## src/rtl/atten_ramp.sv

```systemverilog
// -----------------------------------------------------------------------------
// atten_ramp
//
// Produces the 13 per-band attenuation gains consumed by the equalizer filter.
// Software writes per-band target gains over a simple register bus. Once per
// audio sample tick, every live gain is moved one step toward its target,
// one band per clock, which suppresses zipper noise when sliders move.
// Gains are signed Q1.14 (unity = 16'h4000).
//
// Build option:
//   ATTEN_RAMP_EXP_EN  defined   -> exponential glide: step = max(1, |diff| >> STEP[3:0])
//                      undefined -> linear glide: step = STEP[14:0]
//
// Ports:
//   S_AXI_ACLK    in   clock
//   S_AXI_ARESET  in   asynchronous active-high reset
//   wr            in   single-cycle write strobe
//   wrAddr        in   write word address
//   wrData        in   write data
//   rd            in   read strobe
//   rdAddr        in   read word address
//   rdData        out  read data, combinational, 0 when rd is low
//   sample_tick   in   one-cycle pulse per audio sample
//   atten_out     out  current gains, band k at [16k+15:16k]
//   settled       out  all current gains equal their targets (registered)
//   busy          out  ramp scan in progress
//
// Register map (word address):
//   0..12   TARGET[k]  rw, 16-bit signed, reads sign-extended
//   16      STEP       rw, [14:0]; 0 freezes linear ramping
//   17      CTRL       bit0 EN (stored), bit1 SNAP (write-1 pulse, reads 0)
//   18      STATUS     ro: bit0 busy, bit1 settled, [15:8] overrun count;
//                      any write clears the overrun count
//   32..44  CUR[k]     ro, sign-extended
// -----------------------------------------------------------------------------
module atten_ramp #(
    parameter int          NUM_BANDS          = 13,
    parameter int          C_S_AXI_ADDR_WIDTH = 6,
    parameter int          C_S_AXI_DATA_WIDTH = 32,
    parameter logic [15:0] GAIN_RESET         = 16'h4000,
    parameter logic [15:0] STEP_RESET         = 16'h0100
) (
    input  logic                            S_AXI_ACLK,
    input  logic                            S_AXI_ARESET,
    input  logic                            wr,
    input  logic [C_S_AXI_ADDR_WIDTH-1:0]   wrAddr,
    input  logic [C_S_AXI_DATA_WIDTH-1:0]   wrData,
    input  logic                            rd,
    input  logic [C_S_AXI_ADDR_WIDTH-1:0]   rdAddr,
    output logic [C_S_AXI_DATA_WIDTH-1:0]   rdData,
    input  logic                            sample_tick,
    output logic [NUM_BANDS*16-1:0]         atten_out,
    output logic                            settled,
    output logic                            busy
);

    localparam int AW    = C_S_AXI_ADDR_WIDTH;
    localparam int DW    = C_S_AXI_DATA_WIDTH;
    localparam int IDX_W = (NUM_BANDS > 1) ? $clog2(NUM_BANDS) : 1;

    localparam int ADDR_STEP     = 16;
    localparam int ADDR_CTRL     = 17;
    localparam int ADDR_STATUS   = 18;
    localparam int ADDR_CUR_BASE = 32;

    localparam logic [IDX_W-1:0] LAST_IDX = IDX_W'(NUM_BANDS - 1);

    typedef enum logic [0:0] {
        IDLE = 1'b0,
        SCAN = 1'b1
    } state_t;

    // ------------------------------------------------------------------------
    // State
    // ------------------------------------------------------------------------
    state_t           state;
    logic [IDX_W-1:0] idx;
    logic             pending;
    logic [7:0]       overrun;
    logic             en;
    logic [14:0]      step;
    logic [15:0]      target [NUM_BANDS];
    logic [15:0]      cur    [NUM_BANDS];

    // ------------------------------------------------------------------------
    // Write decode
    // ------------------------------------------------------------------------
    logic             tgt_wr [NUM_BANDS];
    logic             step_wr;
    logic             ctrl_wr;
    logic             status_wr;
    logic             snap;
    logic             unused_wr_bits;

    always_comb begin
        for (int unsigned k = 0; k < NUM_BANDS; k++) begin
            tgt_wr[k] = wr && (wrAddr == AW'(k));
        end
    end

    assign step_wr   = wr && (wrAddr == AW'(ADDR_STEP));
    assign ctrl_wr   = wr && (wrAddr == AW'(ADDR_CTRL));
    assign status_wr = wr && (wrAddr == AW'(ADDR_STATUS));
    assign snap      = ctrl_wr && wrData[1];

    assign unused_wr_bits = ^wrData[DW-1:16];

    // ------------------------------------------------------------------------
    // Software-owned registers
    // ------------------------------------------------------------------------
    always_ff @(posedge S_AXI_ACLK or posedge S_AXI_ARESET) begin
        if (S_AXI_ARESET) begin
            for (int unsigned k = 0; k < NUM_BANDS; k++) begin
                target[k] <= GAIN_RESET;
            end
            step <= STEP_RESET[14:0];
            en   <= 1'b0;
        end else begin
            for (int unsigned k = 0; k < NUM_BANDS; k++) begin
                if (tgt_wr[k]) begin
                    target[k] <= wrData[15:0];
                end
            end
            if (step_wr) begin
                step <= wrData[14:0];
            end
            if (ctrl_wr) begin
                en <= wrData[0];
            end
        end
    end

    // ------------------------------------------------------------------------
    // Per-band update for the band currently selected by idx. The target is
    // read from the register before any same-cycle write lands, so a write
    // racing the update of its own band is seen only on the next tick.
    // ------------------------------------------------------------------------
    logic [15:0] sel_tgt;
    logic [15:0] sel_cur;
    logic [16:0] diff;
    logic [16:0] mag;
    logic [15:0] delta;
    logic [15:0] upd;

    assign sel_tgt = target[idx];
    assign sel_cur = cur[idx];

    always_comb begin
        // 17-bit difference: the full Q1.14 range spans more than 16 bits
        diff  = {sel_tgt[15], sel_tgt} - {sel_cur[15], sel_cur};
        mag   = diff[16] ? (17'd0 - diff) : diff;
`ifdef ATTEN_RAMP_EXP_EN
        delta = 16'(mag >> step[3:0]);
        if (delta == 16'd0) begin
            delta = 16'd1;
        end
`else
        delta = {1'b0, step};
`endif
        if (mag <= {1'b0, delta}) begin
            upd = sel_tgt;
        end else if (!diff[16]) begin
            upd = sel_cur + delta;
        end else begin
            upd = sel_cur - delta;
        end
    end

    // ------------------------------------------------------------------------
    // Scan FSM, current gains, tick bookkeeping
    // ------------------------------------------------------------------------
    always_ff @(posedge S_AXI_ACLK or posedge S_AXI_ARESET) begin
        if (S_AXI_ARESET) begin
            state   <= IDLE;
            idx     <= '0;
            busy    <= 1'b0;
            pending <= 1'b0;
            overrun <= '0;
            for (int unsigned k = 0; k < NUM_BANDS; k++) begin
                cur[k] <= GAIN_RESET;
            end
        end else begin
            if (snap) begin
                // SNAP wins over everything: jump, abort scan, drop ticks
                for (int unsigned k = 0; k < NUM_BANDS; k++) begin
                    cur[k] <= target[k];
                end
                state   <= IDLE;
                idx     <= '0;
                busy    <= 1'b0;
                pending <= 1'b0;
            end else begin
                unique case (state)
                    IDLE: begin
                        if (en && (sample_tick || pending)) begin
                            state   <= SCAN;
                            idx     <= '0;
                            busy    <= 1'b1;
                            pending <= 1'b0;
                        end else if (!en) begin
                            pending <= 1'b0;
                        end
                    end
                    SCAN: begin
                        cur[idx] <= upd;
                        if (!en) begin
                            pending <= 1'b0;
                        end else if (sample_tick) begin
                            if (!pending) begin
                                pending <= 1'b1;
                            end else if (overrun != 8'hFF) begin
                                overrun <= overrun + 8'd1;
                            end
                        end
                        if (idx == LAST_IDX) begin
                            state <= IDLE;
                            idx   <= '0;
                            busy  <= 1'b0;
                        end else begin
                            idx <= idx + 1'b1;
                        end
                    end
                    default: begin
                        state <= IDLE;
                        busy  <= 1'b0;
                    end
                endcase
            end
            // Clear has priority over a same-cycle overrun increment
            if (status_wr) begin
                overrun <= '0;
            end
        end
    end

    // ------------------------------------------------------------------------
    // Settled flag, one cycle behind the registers it compares
    // ------------------------------------------------------------------------
    logic all_eq;

    always_comb begin
        all_eq = 1'b1;
        for (int unsigned k = 0; k < NUM_BANDS; k++) begin
            if (cur[k] != target[k]) begin
                all_eq = 1'b0;
            end
        end
    end

    always_ff @(posedge S_AXI_ACLK or posedge S_AXI_ARESET) begin
        if (S_AXI_ARESET) begin
            settled <= 1'b1;
        end else begin
            settled <= all_eq;
        end
    end

    // ------------------------------------------------------------------------
    // Outputs
    // ------------------------------------------------------------------------
    always_comb begin
        atten_out = '0;
        for (int unsigned k = 0; k < NUM_BANDS; k++) begin
            atten_out[16*k +: 16] = cur[k];
        end
    end

    always_comb begin
        rdData = '0;
        if (rd) begin
            for (int unsigned k = 0; k < NUM_BANDS; k++) begin
                if (rdAddr == AW'(k)) begin
                    rdData = DW'(signed'(target[k]));
                end
                if (rdAddr == AW'(ADDR_CUR_BASE + k)) begin
                    rdData = DW'(signed'(cur[k]));
                end
            end
            if (rdAddr == AW'(ADDR_STEP)) begin
                rdData = DW'({1'b0, step});
            end
            if (rdAddr == AW'(ADDR_CTRL)) begin
                rdData = DW'({1'b0, en});
            end
            if (rdAddr == AW'(ADDR_STATUS)) begin
                rdData = DW'({overrun, 6'd0, settled, busy});
            end
        end
    end

endmodule

```

## config.mk

```make
export PLATFORM = sky130hd
export DESIGN_NAME = atten_ramp
export DESIGN_NICKNAME = d
export VERILOG_FILES = /design/src/rtl/atten_ramp.sv
export SDC_FILE = /design/constraint.sdc
export NUM_CORES = 2
export LEC_CHECK = 0
export BUFFER_PORTS_ARGS = -buffer_cell sky130_fd_sc_hd__buf_4
export CAP_MARGIN = 30
export CORE_MARGIN = 3
export CORE_UTILIZATION = 60
export CTS_BUF_LIST = sky130_fd_sc_hd__clkbuf_4 sky130_fd_sc_hd__clkbuf_8
export CTS_CLUSTER_DIAMETER = 80
export DETAILED_ROUTE_END_ITERATION = 12
export HOLD_SLACK_MARGIN = 0.1
export PLACE_DENSITY = 0.81
export SLEW_MARGIN = 10
export SYNTH_ARGS = -nofsm -noshare
export SYNTH_HDL_FRONTEND = slang
export SYNTH_SLANG_ARGS = --single-unit
```

## constraint.sdc

```tcl
create_clock -name S_AXI_ACLK -period 21.4 [get_ports S_AXI_ACLK]
set_clock_uncertainty 0.1 [all_clocks]
set_input_delay 4.28 -clock S_AXI_ACLK [delete_from_list [all_inputs] [get_ports S_AXI_ACLK]]
set_output_delay 4.28 -clock S_AXI_ACLK [all_outputs]
set_load 0.02 [all_outputs]
```

== After elaboration in Yosys (flattened, before gate mapping) ==
Index checks and enable logic that the tools add are counted.
Word-level totals
  bits in registers: 448
  output and inout bits: 242
  word-level logic and storage cells: 221
Operators by class
  add/sub/neg operators: 6
  $lt $le $gt $ge: 3
  eq/ne operators: 63
  mux-type cells: 82
  bitwise operators: 2
  reduce and logical (&&, ||, !) cells: 31
Operator list (count)
  32-bit two-way mux: 30
  208-bit two-way mux: 2
  208-bit bitwise mux: 1
  16-bit != test: 13
  16-bit binary-select mux with 4-bit select: 2
  16-bit two-way mux: 7
  6-bit equality test, second input constant: 13
  16-bit demux with 4-bit select: 1
  6-bit by 4-bit equality test with 1-bit output, second input constant: 10
  8-bit two-way mux: 7
  6-bit by 3-bit equality test with 1-bit output, second input constant: 8
  6-bit by 5-bit equality test with 1-bit output, second input constant: 6
  6-bit by 2-bit equality test with 1-bit output, second input constant: 4
  1-bit two-way mux: 24
  1-bit logical AND: 19
  17-bit by 15-bit less-or-equal comparator with 1-bit output: 1
  17-bit two-way mux: 1
  1-bit by 17-bit subtractor with 17-bit output, first input constant: 1
  16-bit by 16-bit subtractor with 17-bit output: 1
  16-bit by 15-bit adder with 16-bit output: 1
  16-bit by 15-bit subtractor with 16-bit output: 1
  6-bit by 1-bit equality test with 1-bit output, second input constant: 2
  6-bit zero test: 2
  4-bit two-way mux: 3
  19 further kinds: 27

== Depth between registers and ports, before layout ==
  depth in word-level cells: 31
  depth in mapped cells: 33
  depth with buffers taken out: 26

== Worst setup path after synthesis ==
Ideal clock, no wire load.
  path type: input to output
  start: in rdAddr[1]
  end: out rdData[17]
  arrival time: 7.828 ns
  setup slack: 9.192 ns
  cell stages on the path: 11
  buffers on the path: 3
  path through: clkbuf_1 -> or4b_2 -> nor2_1 -> clkbuf_1 -> a22oi_1 -> nand4_1 -> o21ai_0 -> a31oi_1 -> nor3b_1 -> nor3_1 -> buf_4
On the way
  word-level cells in the longest chain between the ends: 31
RTL lines
  from (decl): RTL line 49  | input logic [C_S_AXI_ADDR_WIDTH-1:0] rdAddr,
  6-bit zero test: RTL line 272  | if (rdAddr == AW'(k)) begin
  32-bit two-way mux: RTL line 272
  32-bit two-way mux: RTL line 275  | if (rdAddr == AW'(ADDR_CUR_BASE + k)) begin
  32-bit two-way mux: RTL line 272
  32-bit two-way mux: RTL line 275
  32-bit two-way mux: RTL line 272
  32-bit two-way mux: RTL line 275
  32-bit two-way mux: RTL line 272
  [... 15 more ...]
  32-bit two-way mux: RTL line 272
  32-bit two-way mux: RTL line 275
  32-bit two-way mux: RTL line 272
  32-bit two-way mux: RTL line 275
  32-bit two-way mux: RTL line 279  | if (rdAddr == AW'(ADDR_STEP)) begin
  32-bit two-way mux: RTL line 282  | if (rdAddr == AW'(ADDR_CTRL)) begin
  32-bit two-way mux *: RTL line 285  | if (rdAddr == AW'(ADDR_STATUS)) begin
  32-bit two-way mux *: RTL line 270  | if (rd) begin
  to (decl): RTL line 50  | output logic [C_S_AXI_DATA_WIDTH-1:0] rdData,
Every way passes the cells marked *; elsewhere a longest branch is shown, timed or not.

== Worst setup path in the final report ==
  start: in rdAddr[0]
  end: out rdData[3]
Same word-level chain as after synthesis.

==> qor.yml <==
logic_synthesis:
  yosysWarnings: 0
  ys_types: 80
  syn-num-nets: 3027
  synthCells: 2923
  synth-async-reset-ratio_pct: 100
  avgSynthCellArea_um2: 10.1
  syn_area_um2: 29600
  synth_top_cell_by_area: "dfrtp_1"
  ys_seq_area_share_pct: 38.0
  synth_ff_type: "dfrtp_1"
  synth.top_cell.area_share_pct: 35.5
  synth.area.top_cells: "dfrtp_1, mux2_2, mux4_2"
  synth_enable_flop_cells: 0
  synth_seq_cells: 448
clock_tree:
  cts_setup_buffers: 0
  cts_buffer_depth: 3
  clkSlewWorstSetupHoldPaths_ps: 60
  htreeDepth: 3
  cts_num_sinks: 448
  cts-buffers-inserted: 78
  cts_tree: "done"
  clkLatencyLatePin_ps: 730
  cts_root_buf: "clkbuf_8"
  cts.repair.resized: 0
  cts_hold_buf: 0
timing:
  setup_viol: 0
  setup_slack_ps: 8760
  fin_crit_sh_pct: 59.1
  rsz0062_at_grt: "no"
  finalCriticalPeriod_ps: 12640
  slew_headroom_pct: 22.0
  drv_slew: 0
  max_freq_mhz: 79.1
  worst_pin_slew_ps: 1170
  hold_viol: 0
  fin_tns_setup_ps: 0
route:
  drtIter0Drc: 7442
  drt_pass1_iterations: 10
  vias: 31800
  drt_wl_total_mm: 158
  wire_per_inst_um: 40.7
  drc_errors: 0
  avgViaCountPerCell: 8.17
  postRouteAntennaNets: 0
setup_path:
  cp-end-kind: "output port"
  slowest_stage: "or4b_2"
  reg2reg_slack_ps: 11280
  critPathTopFamily: "simple AND/OR/NAND/NOR gates"
  crit_end: "rdData[3]"
  r2r-start: "idx[1]$_DFFE_PP0P_"
  r2r_end: "atten_out[206]$_DFFE_PP1P_"
  cp-startpoint: "rdAddr[0]"
  critPathMaxStageDelay_ps: 760
  crit_fanout: 18
  worstSetupPathType: "in -> out"
  crit_buf_inv: 3
  cp-start-kind: "input pin"
  critPathRequiredTime_ps: 17020
  path_cells: "buf_4 -> or4b_2 -> nor2_1 -> buf_4 -> a22oi_1 -> a31oi_1 -> a211oi_1 -> nor2_1 -> o22ai_1 -> a211oi_1 -> nor2_1 -> a211oi_1 -> buf_4"
  cp.depth: 13
  reg2regPathDepth: 27
  arrival_ps: 8260
cells_and_area:
  final_common_cell: "dfrtp_1"
  drive_gt1_share_pct: 28.1
  synthToLayoutAreaGrowth_pct: 16.1
  final_cell_mix: "dfrtp_1, buf_4, mux2_2"
  nets: 3263
placed_design:
  io_buffers: 274
  place_hpwl_mm: 113
  routabilityCongestion: 1.17
  post-place-ws_ps: 9140
outcome:
  status: "finished clean"
floorplan:
  num_io_pins: 291
  rows: 80
  die-area_um2: 52000
  dieHeight_um: 228
  design.core.area_um2: 48200
  dieWidth_um: 228
  start_util_pct: 61.4
hold_path:
  worst_hold_path_type: "reg -> reg"
global_routing:
  grt_max_degree: 128
  antenna_found_initial: 16
  grt_usage_pct: 58.6
  grt_pass1_vias: 29800
  grt_first_pass_wirelength_mm: 219
  grt-ovfl-total: 0
job:
  drv_cap: 0
==> worst min-delay path by stage <==
stage,start,end,slack (ps),cells after the start
floorplan,target[24]$_DFFE_PP0P_,atten_out[184]$_DFFE_PP0P_,400,2
global placement,step[10]$_DFFE_PP0P_,step[10]$_DFFE_PP0P_,440,1
detailed placement,target[24]$_DFFE_PP0P_,atten_out[184]$_DFFE_PP0P_,450,2
CTS,target[24]$_DFFE_PP0P_,atten_out[184]$_DFFE_PP0P_,460,2
global route,target[89]$_DFFE_PP0P_,atten_out[121]$_DFFE_PP0P_,510,2
finish,target[24]$_DFFE_PP0P_,atten_out[184]$_DFFE_PP0P_,470,2
==> synthesized netlist by cell type (68+ instances only) <==
cell and instances:
mux4_2 96, nand2_1 161, nor2_1 124, nand4_1 72, nand3_1 72, a22oi_1 90
and3_1 207, dfrtp_1 420, o21ai_0 166, a221o_1 70, xnor2_1 191, a21oi_1 192
clkbuf_1 172, inv_1 68, mux2_2 224
==> tightest hold or removal path: cells and delay by family (launching register included) <==
kind / cells / cell delay, ps
compound gates: 2 / 140
flops: 1 / 410
==> metrics by stage <==
stage | instances | instance area, um2 | util, % | hold WS, ps
detailed placement | 3721 | 32400 | 67.1 | 453
floorplan | 2923 | 29600 | - | 398
global placement | 3706 | 32200 | 66.7 | 443
CTS | 3861 | 34100 | 70.6 | 463
global route | 3877 | 34300 | 71.2 | 507
finish | 3887 | 34400 | 71.2 | 471
==> cell type report <==
class,count,area (um2)
multi-input cells,2189,17300
fillers,3532,13900
flip-flops and latches,448,11300
repair buffers,373,3030
clock buffers,116,1470
well taps,656,821
inverters,69,267
clock inverters,24,224
diodes,12,30.0
==> registers in the layout, indices dropped and copies added, names as in the netlist <==
signal and count:
busy 1, target 208, state 1, overrun 8
settled 1, en 1, pending 1, atten_out 208
idx 4, step 15
==> logic make-up (layout without fill, tap and decap cells) <==
kind of cell,count (synthesis),after routing,share of synthesized area [%]
xor gates and xnor gates,251,251,7.45
AOI/OAI and AO/OA,761,761,17.6
buffers and inverters,286,582,3.96
adders and majority gates,55,55,2.38
and+or+nand+nor,768,768,13.6
other,0,12,0
DFF,448,448,38.0
muxes,354,354,17.0
==> metal layers <==
| metal | track usage (%) | wire length [um] | vias to the layer above |
|---|---|---|---|
| li1 | - | - | 11600 |
| met1 | 70.3 | 50800 | 15200 |
| met2 | 75.5 | 58300 | 3838 |
| met3 | 38.4 | 33300 | 1146 |
| met4 | 39.2 | 15600 | 22 |
| met5 | 3.86 | 356 | - |
Power is not shown: default switching activity piles up to over one toggle a cycle in this logic, so the estimate is an artifact.
